===== src/rtl/usf_diff_fold_n_if.sv =====
// Sample-in / residual-out handshake bundle for usf_diff_fold_n.
// master = upstream driver side, slave = the folding block.
interface usf_diff_fold_n_if #(
    parameter int WIDTH = 24
);
    logic                    clk_en;
    logic                    valid_in;
    logic signed [WIDTH-1:0] sample_in;
    logic                    in_ready;
    logic                    valid_out;
    logic signed [WIDTH-1:0] residual_diff_out;
    logic                    fold_err;

    modport master (
        output clk_en, valid_in, sample_in,
        input  in_ready, valid_out, residual_diff_out, fold_err
    );

    modport slave (
        input  clk_en, valid_in, sample_in,
        output in_ready, valid_out, residual_diff_out, fold_err
    );
endinterface


===== src/rtl/usf_diff_fold_n.sv =====
// N-th order difference of folded samples, iteratively re-folded into [-lambda, lambda);
// emits the accumulated 2*lambda correction as the residual difference.
module usf_diff_fold_n #(
    parameter int  WIDTH           = 24,
    parameter int  FRACTIONAL_BITS = 16,
    parameter int  ORDER           = 2,
    parameter real LAMBDA          = 0.75,
    parameter int  MAX_FOLD        = 15
) (
    input  logic              clk,
    input  logic              reset,
    usf_diff_fold_n_if.slave  bus
);
    localparam int DW = WIDTH + ORDER;
    localparam int CW = WIDTH + ORDER + 1;
    localparam int PW = $clog2(ORDER + 1);
    localparam int NW = $clog2(MAX_FOLD + 1);
    localparam int LAMBDA_Q = int'(LAMBDA * real'(longint'(1) << FRACTIONAL_BITS));
    localparam logic signed [CW-1:0] LQ      = CW'(LAMBDA_Q);
    localparam logic signed [CW-1:0] TLQ     = CW'(2 * LAMBDA_Q);
    localparam logic signed [CW-1:0] SAT_MAX = CW'((longint'(1) << (WIDTH - 1)) - 1);
    localparam logic signed [CW-1:0] SAT_MIN = -SAT_MAX - CW'(1);

    typedef enum logic [1:0] {S_IDLE, S_FOLD, S_OUT} state_t;

    state_t                  state_q, state_d;
    logic signed [WIDTH-1:0] hist_q [ORDER];
    logic signed [WIDTH-1:0] hist_d [ORDER];
    logic [PW-1:0]           prime_q, prime_d;
    logic [NW-1:0]           n_q, n_d;
    logic signed [CW-1:0]    d_q, d_d;
    logic signed [CW-1:0]    corr_q, corr_d;
    logic                    valid_out_q, valid_out_d;
    logic signed [WIDTH-1:0] resid_q, resid_d;
    logic                    fold_err_q, fold_err_d;

    logic signed [DW-1:0]    casc [ORDER+1];
    logic signed [DW-1:0]    delta;
    logic                    in_ready;
    logic                    accept;
    logic                    need_dn;
    logic                    need_up;

    function automatic logic signed [WIDTH-1:0] sat_w(input logic signed [CW-1:0] v);
        if (v > SAT_MAX)      return SAT_MAX[WIDTH-1:0];
        else if (v < SAT_MIN) return SAT_MIN[WIDTH-1:0];
        else                  return v[WIDTH-1:0];
    endfunction

    // In-place difference cascade: after ORDER passes casc[0] holds the N-th difference.
    always_comb begin
        casc[0] = DW'(bus.sample_in);
        for (int unsigned i = 1; i <= ORDER; i++) casc[i] = DW'(hist_q[i-1]);
        for (int unsigned s = 0; s < ORDER; s++)
            for (int unsigned j = 0; j < ORDER - s; j++)
                casc[j] = casc[j] - casc[j+1];
        delta = casc[0];
    end

    always_comb begin
        state_d     = state_q;
        hist_d      = hist_q;
        prime_d     = prime_q;
        n_d         = n_q;
        d_d         = d_q;
        corr_d      = corr_q;
        valid_out_d = valid_out_q;
        resid_d     = resid_q;
        fold_err_d  = fold_err_q;

        in_ready = bus.clk_en & ~reset & (state_q == S_IDLE || state_q == S_OUT);
        accept   = bus.valid_in & in_ready;
        need_dn  = (d_q >= LQ);
        need_up  = (d_q < -LQ);

        if (bus.clk_en) begin
            valid_out_d = 1'b0;
            case (state_q)
                S_IDLE, S_OUT: begin
                    state_d = S_IDLE;
                    if (accept) begin
                        hist_d[0] = bus.sample_in;
                        for (int unsigned i = 1; i < ORDER; i++) hist_d[i] = hist_q[i-1];
                        if (prime_q == PW'(ORDER)) begin
                            d_d     = CW'(delta);
                            corr_d  = '0;
                            n_d     = '0;
                            state_d = S_FOLD;
                        end else begin
                            prime_d = prime_q + PW'(1);
                        end
                    end
                end
                S_FOLD: begin
                    if ((need_dn || need_up) && n_q != NW'(MAX_FOLD)) begin
                        d_d    = need_dn ? d_q - TLQ : d_q + TLQ;
                        corr_d = need_dn ? corr_q - TLQ : corr_q + TLQ;
                        n_d    = n_q + NW'(1);
                    end else begin
                        // Either in range, or out of fold budget: emit current correction.
                        if (need_dn || need_up) fold_err_d = 1'b1;
                        state_d     = S_OUT;
                        valid_out_d = 1'b1;
                        resid_d     = sat_w(corr_q);
                    end
                end
                default: state_d = S_IDLE;
            endcase
        end
    end

    always_ff @(posedge clk) begin
        if (reset) begin
            state_q     <= S_IDLE;
            for (int unsigned i = 0; i < ORDER; i++) hist_q[i] <= '0;
            prime_q     <= '0;
            n_q         <= '0;
            d_q         <= '0;
            corr_q      <= '0;
            valid_out_q <= 1'b0;
            resid_q     <= '0;
            fold_err_q  <= 1'b0;
        end else begin
            state_q     <= state_d;
            hist_q      <= hist_d;
            prime_q     <= prime_d;
            n_q         <= n_d;
            d_q         <= d_d;
            corr_q      <= corr_d;
            valid_out_q <= valid_out_d;
            resid_q     <= resid_d;
            fold_err_q  <= fold_err_d;
        end
    end

    assign bus.in_ready          = in_ready;
    assign bus.valid_out         = valid_out_q;
    assign bus.residual_diff_out = resid_q;
    assign bus.fold_err          = fold_err_q;
endmodule


===== src/flat_wrapper.sv =====
// flat-port wrapper written by rule: the top's interface ports become plain ports
module usf_diff_fold_n_flat 
#(
    parameter int  WIDTH           = 24,
    parameter int  FRACTIONAL_BITS = 16,
    parameter int  ORDER           = 2,
    parameter real LAMBDA          = 0.75,
    parameter int  MAX_FOLD        = 15
)
  (clk, reset, bus_clk_en, bus_valid_in, bus_sample_in, bus_in_ready, bus_valid_out, bus_residual_diff_out, bus_fold_err);
  usf_diff_fold_n_if #(.WIDTH(WIDTH)) bus_i ();
  input  logic clk;
  input  logic reset;
  input wire logic [$bits(bus_i.clk_en)-1:0] bus_clk_en;
  input wire logic [$bits(bus_i.valid_in)-1:0] bus_valid_in;
  input wire logic [$bits(bus_i.sample_in)-1:0] bus_sample_in;
  output wire logic [$bits(bus_i.in_ready)-1:0] bus_in_ready;
  output wire logic [$bits(bus_i.valid_out)-1:0] bus_valid_out;
  output wire logic [$bits(bus_i.residual_diff_out)-1:0] bus_residual_diff_out;
  output wire logic [$bits(bus_i.fold_err)-1:0] bus_fold_err;
  assign bus_i.clk_en = bus_clk_en;
  assign bus_i.valid_in = bus_valid_in;
  assign bus_i.sample_in = bus_sample_in;
  assign bus_in_ready = bus_i.in_ready;
  assign bus_valid_out = bus_i.valid_out;
  assign bus_residual_diff_out = bus_i.residual_diff_out;
  assign bus_fold_err = bus_i.fold_err;
  usf_diff_fold_n #(.WIDTH(WIDTH), .FRACTIONAL_BITS(FRACTIONAL_BITS), .ORDER(ORDER), .LAMBDA(LAMBDA), .MAX_FOLD(MAX_FOLD)) u_core (.clk(clk), .reset(reset), .bus(bus_i));
endmodule

===== config.mk =====
export PLATFORM = sky130hd
export DESIGN_NAME = usf_diff_fold_n_flat
export DESIGN_NICKNAME = d
export VERILOG_FILES = /design/src/rtl/usf_diff_fold_n_if.sv /design/src/rtl/usf_diff_fold_n.sv /design/src/flat_wrapper.sv
export SDC_FILE = /design/constraint.sdc
export NUM_CORES = 1
export LEC_CHECK = 0
export CAP_MARGIN = 10
export CORE_MARGIN = 4
export CORE_UTILIZATION = 30
export CTS_BUF_LIST = sky130_fd_sc_hd__clkbuf_8
export DETAILED_ROUTE_END_ITERATION = 12
export PLACE_DENSITY = 0.55
export SETUP_SLACK_MARGIN = 0.05
export SYNTH_ARGS = -nofsm -noshare
export SYNTH_HDL_FRONTEND = slang
export SYNTH_SLANG_ARGS = --single-unit

===== constraint.sdc =====
create_clock -name clk -period 9.1 [get_ports clk]
set_input_delay 1.82 -clock clk [delete_from_list [all_inputs] [get_ports clk]]
set_output_delay 1.82 -clock clk [all_outputs]
set_load 0.05 [all_outputs]

==> results.cfg <==
[yosys]
ys_ff_latch = 93
synth_xor_area_share_pct = 6.43
ys_types = 77
synth_compound_area_share_pct = 26.5
async_reset_ff_share_pct = 0
yosysSeqAreaShare_pct = 23.2
synth_ff_type = dfxtp_1
synthAdderAreaFrac_pct = 15.9
synth_top_family_by_area = compound AO/OA/AOI/OAI gates
yosys.area_share.simple_pct = 20.7
synth_area_per_cell_um2 = 7.54
synth_nets = 1193
synth_area_um2 = 8040
synth_edf_count = 0
synth.area.mux_share_pct = 0.498
yosys_warnings = 0
synthCells = 1066

[detailed_routing]
vias_per_cell = 5.08
drt-initial-drc-count = 374
vias = 7239
post-route-drc-count = 0
ant_nets = 0
drt-wirelength-per-cell_um = 13.8
drt_wl_total_um = 19600
first_pass_iters = 5

[finish]
final_common_cell = nand2_1
diodes = 0
drive_gt1_share_pct = 4.78
final_cell_mix = nand2_1, a21oi_1, ha_1
syn_to_final_growth_pct = 11.7
final_util_pct = 34.3
fin_nets = 1211

[worst_setup_path]
cp_slowest_cell = o31ai_1
crit_required_ns = 9.43
worstSetupEndpointType = flop
worstPathCellList = clkdlybuf4s50_1 > inv_1 > ha_1 > fa_1 > nor2b_1 > o21ai_0 > a21o_1 > a21oi_1 > nor3_1 > o31ai_1 > nand4_1 > a31o_2 > ha_1 > inv_1 > o41ai_1 > a31oi_1 > or3_1 > a41oi_2 > a32o_1
critical_path_class = in -> reg
cp_data_arrival_time_ns = 6.14
path_max_fanout = 4
cp_slowest_stage_delay_ns = 0.51
startpoint_type = input pin

[power_and_ir_drop]
p_seq_share_pct = 32.8
ir_drop_mv = 0.0663
power.switching_mw = 0.516
combPwrFrac_pct = 44.6
p_int_mw = 0.762
power_density_nw_per_um2 = 142
pwr-share-clk_pct = 22.6
p_leak_nw = 3.49
p_sw_share_pct = 40.4

[timing]
period_share_pct = 63.8
setup-tns-final_ns = 0
fin_skew_ns = 0.0185
slew_headroom_pct = 30.0
whs_ns = 0.458
finalSetupViolations = 0
worst_pin_slew_ns = 1.05
min_period_ns = 5.81
rsz0062_at_grt = false
drv_slew = 0
hold_viol_final = 0
maxClockFrequency_mhz = 172

[cts]
htreeDepth = 3
path_clk_slew_ns = 0.10
cts_tree = yes
cts.sinks = 93
clk_path_buf_depth = 2
cts-root-buf = clkbuf_8
cts_resized = 0
postCtsSetupRepairBufs = 0
postCtsHoldBufs = 0
cts_buffers = 9
clkLatencyLatePin_ns = 0.40

[place]
gp_congestion = 0.820
dp_hpwl_um = 14700
io_buffers = 54

[die]
ios = 55
coreArea_um2 = 26200
num_rows = 59
fp.dieH_um = 172
initial_utilization_pct = 30.7
dieArea_um2 = 29500
die_x_um = 172

[worst_hold_path]
min-delay-path-class = reg -> reg

[global_route]
grt_pass1_wl_um = 32900
antenna_found_initial = 0
gr-total-overflow = 0
grt_max_degree = 58
grt_pass1_vias = 6754
track_usage_pct = 13.4

[job]
drv_cap = 0

[run_status]
status = completed
-- cell type report --
class                      instances  area (um2)
multi-input combinational        844        5640
sequential                        93        1860
timing repair buffer              59         576
clock buffer                       9         124
fill                            2737       17200
inverter                          77         289
clock inverter                     7        71.3
tap                              335         419
-- power by group through the flow --
stage | registers, mW | logic, mW | clock network [mW]
6_report | 0.419 | 0.571 | 0.289
3_5_place_dp | 0.428 | 0.569 | 0
4_1_cts | 0.419 | 0.573 | 0.303
5_1_grt | 0.420 | 0.643 | 0.319
3_3_place_gp | 0.428 | 0.567 | 0
2_1_floorplan | 0.427 | 0.445 | 0
-- synthesized netlist by cell type (4+ instances only) --
| master | count | share of area (%) |
|---|---|---|
| a211o_1 | 6 | 0.65 |
| a211oi_1 | 17 | 1.6 |
| a21o_1 | 37 | 3.5 |
| a21oi_1 | 133 | 8.3 |
| a22oi_1 | 6 | 0.56 |
| a31oi_1 | 11 | 0.86 |
| and2_1 | 5 | 0.39 |
| and3_1 | 10 | 0.78 |
| buf_1 | 5 | 0.23 |
| buf_4 | 15 | 1.4 |
| clkbuf_1 | 29 | 1.4 |
| dfxtp_1 | 93 | 23 |
| fa_1 | 5 | 1.2 |
| ha_1 | 94 | 15 |
| inv_1 | 77 | 3.6 |
| mux2i_1 | 4 | 0.50 |
| nand2_1 | 147 | 6.9 |
| nand2b_1 | 11 | 0.86 |
| nand3_1 | 21 | 1.3 |
| nand4_1 | 9 | 0.70 |
| nor2_1 | 72 | 3.4 |
| nor2b_1 | 14 | 1.1 |
| nor3_1 | 26 | 1.6 |
| nor4_1 | 7 | 0.54 |
| o2111ai_1 | 4 | 0.44 |
| o21a_1 | 11 | 1.0 |
| o21ai_0 | 36 | 2.2 |
| o21bai_1 | 9 | 0.84 |
| o31ai_1 | 8 | 0.75 |
| or2_2 | 10 | 0.78 |
| or3_1 | 6 | 0.47 |
| xnor2_1 | 36 | 3.9 |
| xor2_1 | 23 | 2.5 |
-- through the flow --
stage | total power, mW | setup slack, ns | std cells | cell area (um2)
after floorplan | 0.872 | 3.89 | 1066 | 8040
after global placement | 0.995 | 2.95 | 1408 | 8780
after detailed placement | 0.997 | 2.87 | 1408 | 8780
after CTS | 1.29 | 3.28 | 1424 | 8980
after global routing | 1.38 | 2.87 | 1424 | 8980
final | 1.28 | 3.29 | 1424 | 8980
-- worst paths after layout --
kind	from	to	slack (ns)	cells past startpoint
setup / recovery	bus_sample_in[0]	u_core.d_q[25]	3.29	19
hold / removal	u_core.casc[16]	u_core.casc[16]	0.46	2
setup reg to reg	u_core.casc[1]	u_core.d_q[22]	4.55	19
hold reg to reg	u_core.casc[16]	u_core.casc[16]	0.46	2
-- per-layer routing --
metal / routed length [um] / share of wire (%) / vias up / GRT usage, %
met5: 0 / 0 / - / 0
met4: 179 / 0.91 / 0 / 2.82
met3: 416 / 2.1 / 8 / 1.75
met2: 8850 / 45 / 81 / 22.2
met1: 10200 / 52 / 3337 / 18.7
li1: - / - / 3813 / -
-- sequential cells by signal, indices dropped and copies added, names as in the netlist --
signal,flops
u_core.bus.fold_err,1
u_core.bus.residual_diff_out,10
u_core.bus.valid_out,1
u_core.casc,24
u_core.corr_q,12
u_core.d_q,13
u_core.hist_q,24
u_core.n_q,4
u_core.prime_q,2
u_core.state_q,2
-- cell families (layout without fill, tap and decap cells) --
| kind of cell | count (synthesis) | after routing |
|---|---|---|
| AND/OR/NAND/NOR | 357 | 357 |
| multiplexers | 4 | 4 |
| buffers and inverters | 129 | 152 |
| adder cells (fa/ha/maj) | 99 | 99 |
| AO/OA/AOI/OAI | 325 | 325 |
| XOR/XNOR | 59 | 59 |
| flip-flops | 93 | 93 |
-- worst max-delay path: cells and delay by family --
| kind | cells | cell delay, ns |
|---|---|---|
| compound gates | 9 | 2.01 |
| simple gates | 4 | 0.72 |
| buf+inv | 3 | 0.61 |
| fa+ha+maj | 3 | 0.97 |
No activity file was read; power rests on OpenSTA's default activity.
==> RTL change: new RTL, same settings <==
`WIDTH` is set to 24 in 3 places; all go to 16.
--- a/src/rtl/usf_diff_fold_n_if.sv
+++ b/src/rtl/usf_diff_fold_n_if.sv
@@ -3,3 +3,3 @@
 interface usf_diff_fold_n_if #(
-    parameter int WIDTH = 24
+    parameter int WIDTH = 16
 );
--- a/src/rtl/usf_diff_fold_n.sv
+++ b/src/rtl/usf_diff_fold_n.sv
@@ -3,3 +3,3 @@
 module usf_diff_fold_n #(
-    parameter int  WIDTH           = 24,
+    parameter int  WIDTH           = 16,
     parameter int  FRACTIONAL_BITS = 16,
--- a/src/flat_wrapper.sv
+++ b/src/flat_wrapper.sv
@@ -3,3 +3,3 @@
 #(
-    parameter int  WIDTH           = 24,
+    parameter int  WIDTH           = 16,
     parameter int  FRACTIONAL_BITS = 16,
Interface: changed (resized bus_residual_diff_out and bus_sample_in); port bits go from 55 to 39. The function was not compared with the original's and may differ.
==> RTL change against the original RTL <==
  * Synthesized area fell by 46%
  * Worst setup slack improved by 330 ps
  * Final area fell by 46%
  * Largest cell class unchanged
  * Routed wire length fell by 53%
  * Total power fell by 43%
  * Sequential cell count fell by 40
  * Synthesized cell count fell by 50%
  * Clock skew fell by 14 ps
==> RTL change: results (changes against the original RTL) <==
| Metric | Value |
|---|---|
| Max VDD drop | 0.0552 mV (was 0.0663 mV) |
| Sequential-to-total area share from yosys stat | 24.5% (was 23.2%) |
| Ratio of cells with drive above 1 in the final layout | 4.93% (was 4.78%) |
| Worst Skew | 4.96 ps (was 18.5 ps) |
| WHS Endpoint | u_core.casc[6] (was u_core.casc[16]) |
| Critical R2R Capture | u_core.d_q[16] (was u_core.d_q[22]) |
| Later-pin clock latency in the skew report | 320 ps (was 400 ps) |
| Leakage power | 1.89 nW (was 3.49 nW) |
| Placed instance count | 720 (was 1408) |
| Tot GR Track Use | 12.0% (was 13.4%) |
| Worst path max stage delay | 480 ps (was 510 ps) |
| Status | completed (unchanged) |
| First-pass GRT wire length | 16300 um (was 32900 um) |
| Mean area per synthesized cell | 8.09 um^2 (was 7.54 um^2) |
| Worst setup path end | u_core.d_q[17] (was u_core.d_q[25]) |
| Reg2reg start | u_core.hist_q[17] (was u_core.casc[1]) |
| Yosys reg bits | 53 (was 93) |
| Sequential share of cell area | 21.8% (was 20.7%) |
| Largest net degree at the start of global routing | 67 (was 58) |
| Number of iterations in the first detailed-routing pass | 4 (was 5) |
| Inverters, non-clock | 51 (was 77) |
| Vias in the first global route | 3587 (was 6754) |
| Nonclk buf count | 39 (was 59) |
| Non-clock buffer share of cell area | 7.85% (was 6.41%) |
| H-tree depth | 2 (was 3) |
| Drt via density | 4.86 (was 5.08) |
| Most frequent cells after synthesis | 60 x nand2_1, 54 x ha_1, 53 x dfxtp_1 (was 147 x nand2_1, 133 x a21oi_1, 94 x ha_1) |
| R2R depth | 16 (was 19) |
| Top post-synthesis cells by area | dfxtp_1 24%, ha_1 16%, o31ai_1 6.1% (was dfxtp_1 23%, ha_1 15%, a21oi_1 8.3%) |
| Port Buffers | 38 (was 54) |
| Slowest stage cell on the critical path | clkdlybuf4s50_1 (was o31ai_1) |
| Worst R2R Setup Slack | 5030 ps (was 4550 ps) |
| Area of the core | 14000 um^2 (was 26200 um^2) |
| Multi-input gates | 397 (was 844) |
| Net count after synthesis | 615 (was 1193) |
| Routability congestion estimate | 0.841 (was 0.820) |
| Fillcell total | 1465 (was 2737) |
| Crit path max fanout | 5 (was 4) |
| Clock tree cell share of total cell area | 2.36% (was 2.17%) |
| DP HPWL | 7250 um (was 14700 um) |
| Unique masters post-synth | 60 (was 77) |
| Worst path arrival time | 5710 ps (was 6140 ps) |
## RTL change: cell types whose count changed after synthesis, moves of 19 or more
cell	unedited run	this run
a21o_1	37	13
inv_1	77	51
o31ai_1	8	35
dfxtp_1	93	53
ha_1	94	54
nand2_1	147	60
a21oi_1	133	26
xnor2_1	36	17
nor2_1	72	33
o21ai_0	36	16
## RTL change: through the flow
step / utilization, % / hold slack, ps / worst slack, ps / instance area (um^2) / total power [mW]
global placement: 33.9 / 457 / 3350 / 4760 / 0.564
floorplan: - / 451 / 4070 / 4340 / 0.504
detailed placement: 33.9 / 467 / 3300 / 4760 / 0.569
finish: 34.7 / 482 / 3620 / 4870 / 0.731
global route: 34.7 / 506 / 3400 / 4870 / 0.794
CTS: 34.7 / 486 / 3630 / 4870 / 0.743
## RTL change: worst min-delay path, stage by stage (launching register included)
cell and delay, ps:
dfxtp_1 310, inv_1 60, o31ai_1 70
## RTL change: cells by family after synthesis
group / synth area share [%]
compound gates: 23.9
xor+xnor: 6.67
fa+ha+maj: 17.9
buf+inv: 8.69
flops: 24.5
mux: 0.952
simple gates: 17.4
## RTL change: layer usage
| metal | part of all wire [%] | up-vias | track usage [%] | wire length [um] |
|---|---|---|---|---|
| li1 | - | 1892 | - | - |
| met1 | 49 | 1606 | 15.8 | 4560 |
| met2 | 46 | 29 | 19.6 | 4200 |
| met3 | 3.5 | 9 | 2.79 | 325 |
| met4 | 1.5 | 0 | 3.37 | 136 |
| met5 | 0 | - | 0 | 0 |
## RTL change: power breakdown
group | total (mW) | leakage (nW) | internal [mW] | switching (mW)
Sequential | 0.243 | 0.430 | 0.238 | 0.00465
Combinational | 0.321 | 1.40 | 0.146 | 0.175
Clock | 0.167 | 0.0543 | 0.0824 | 0.0844
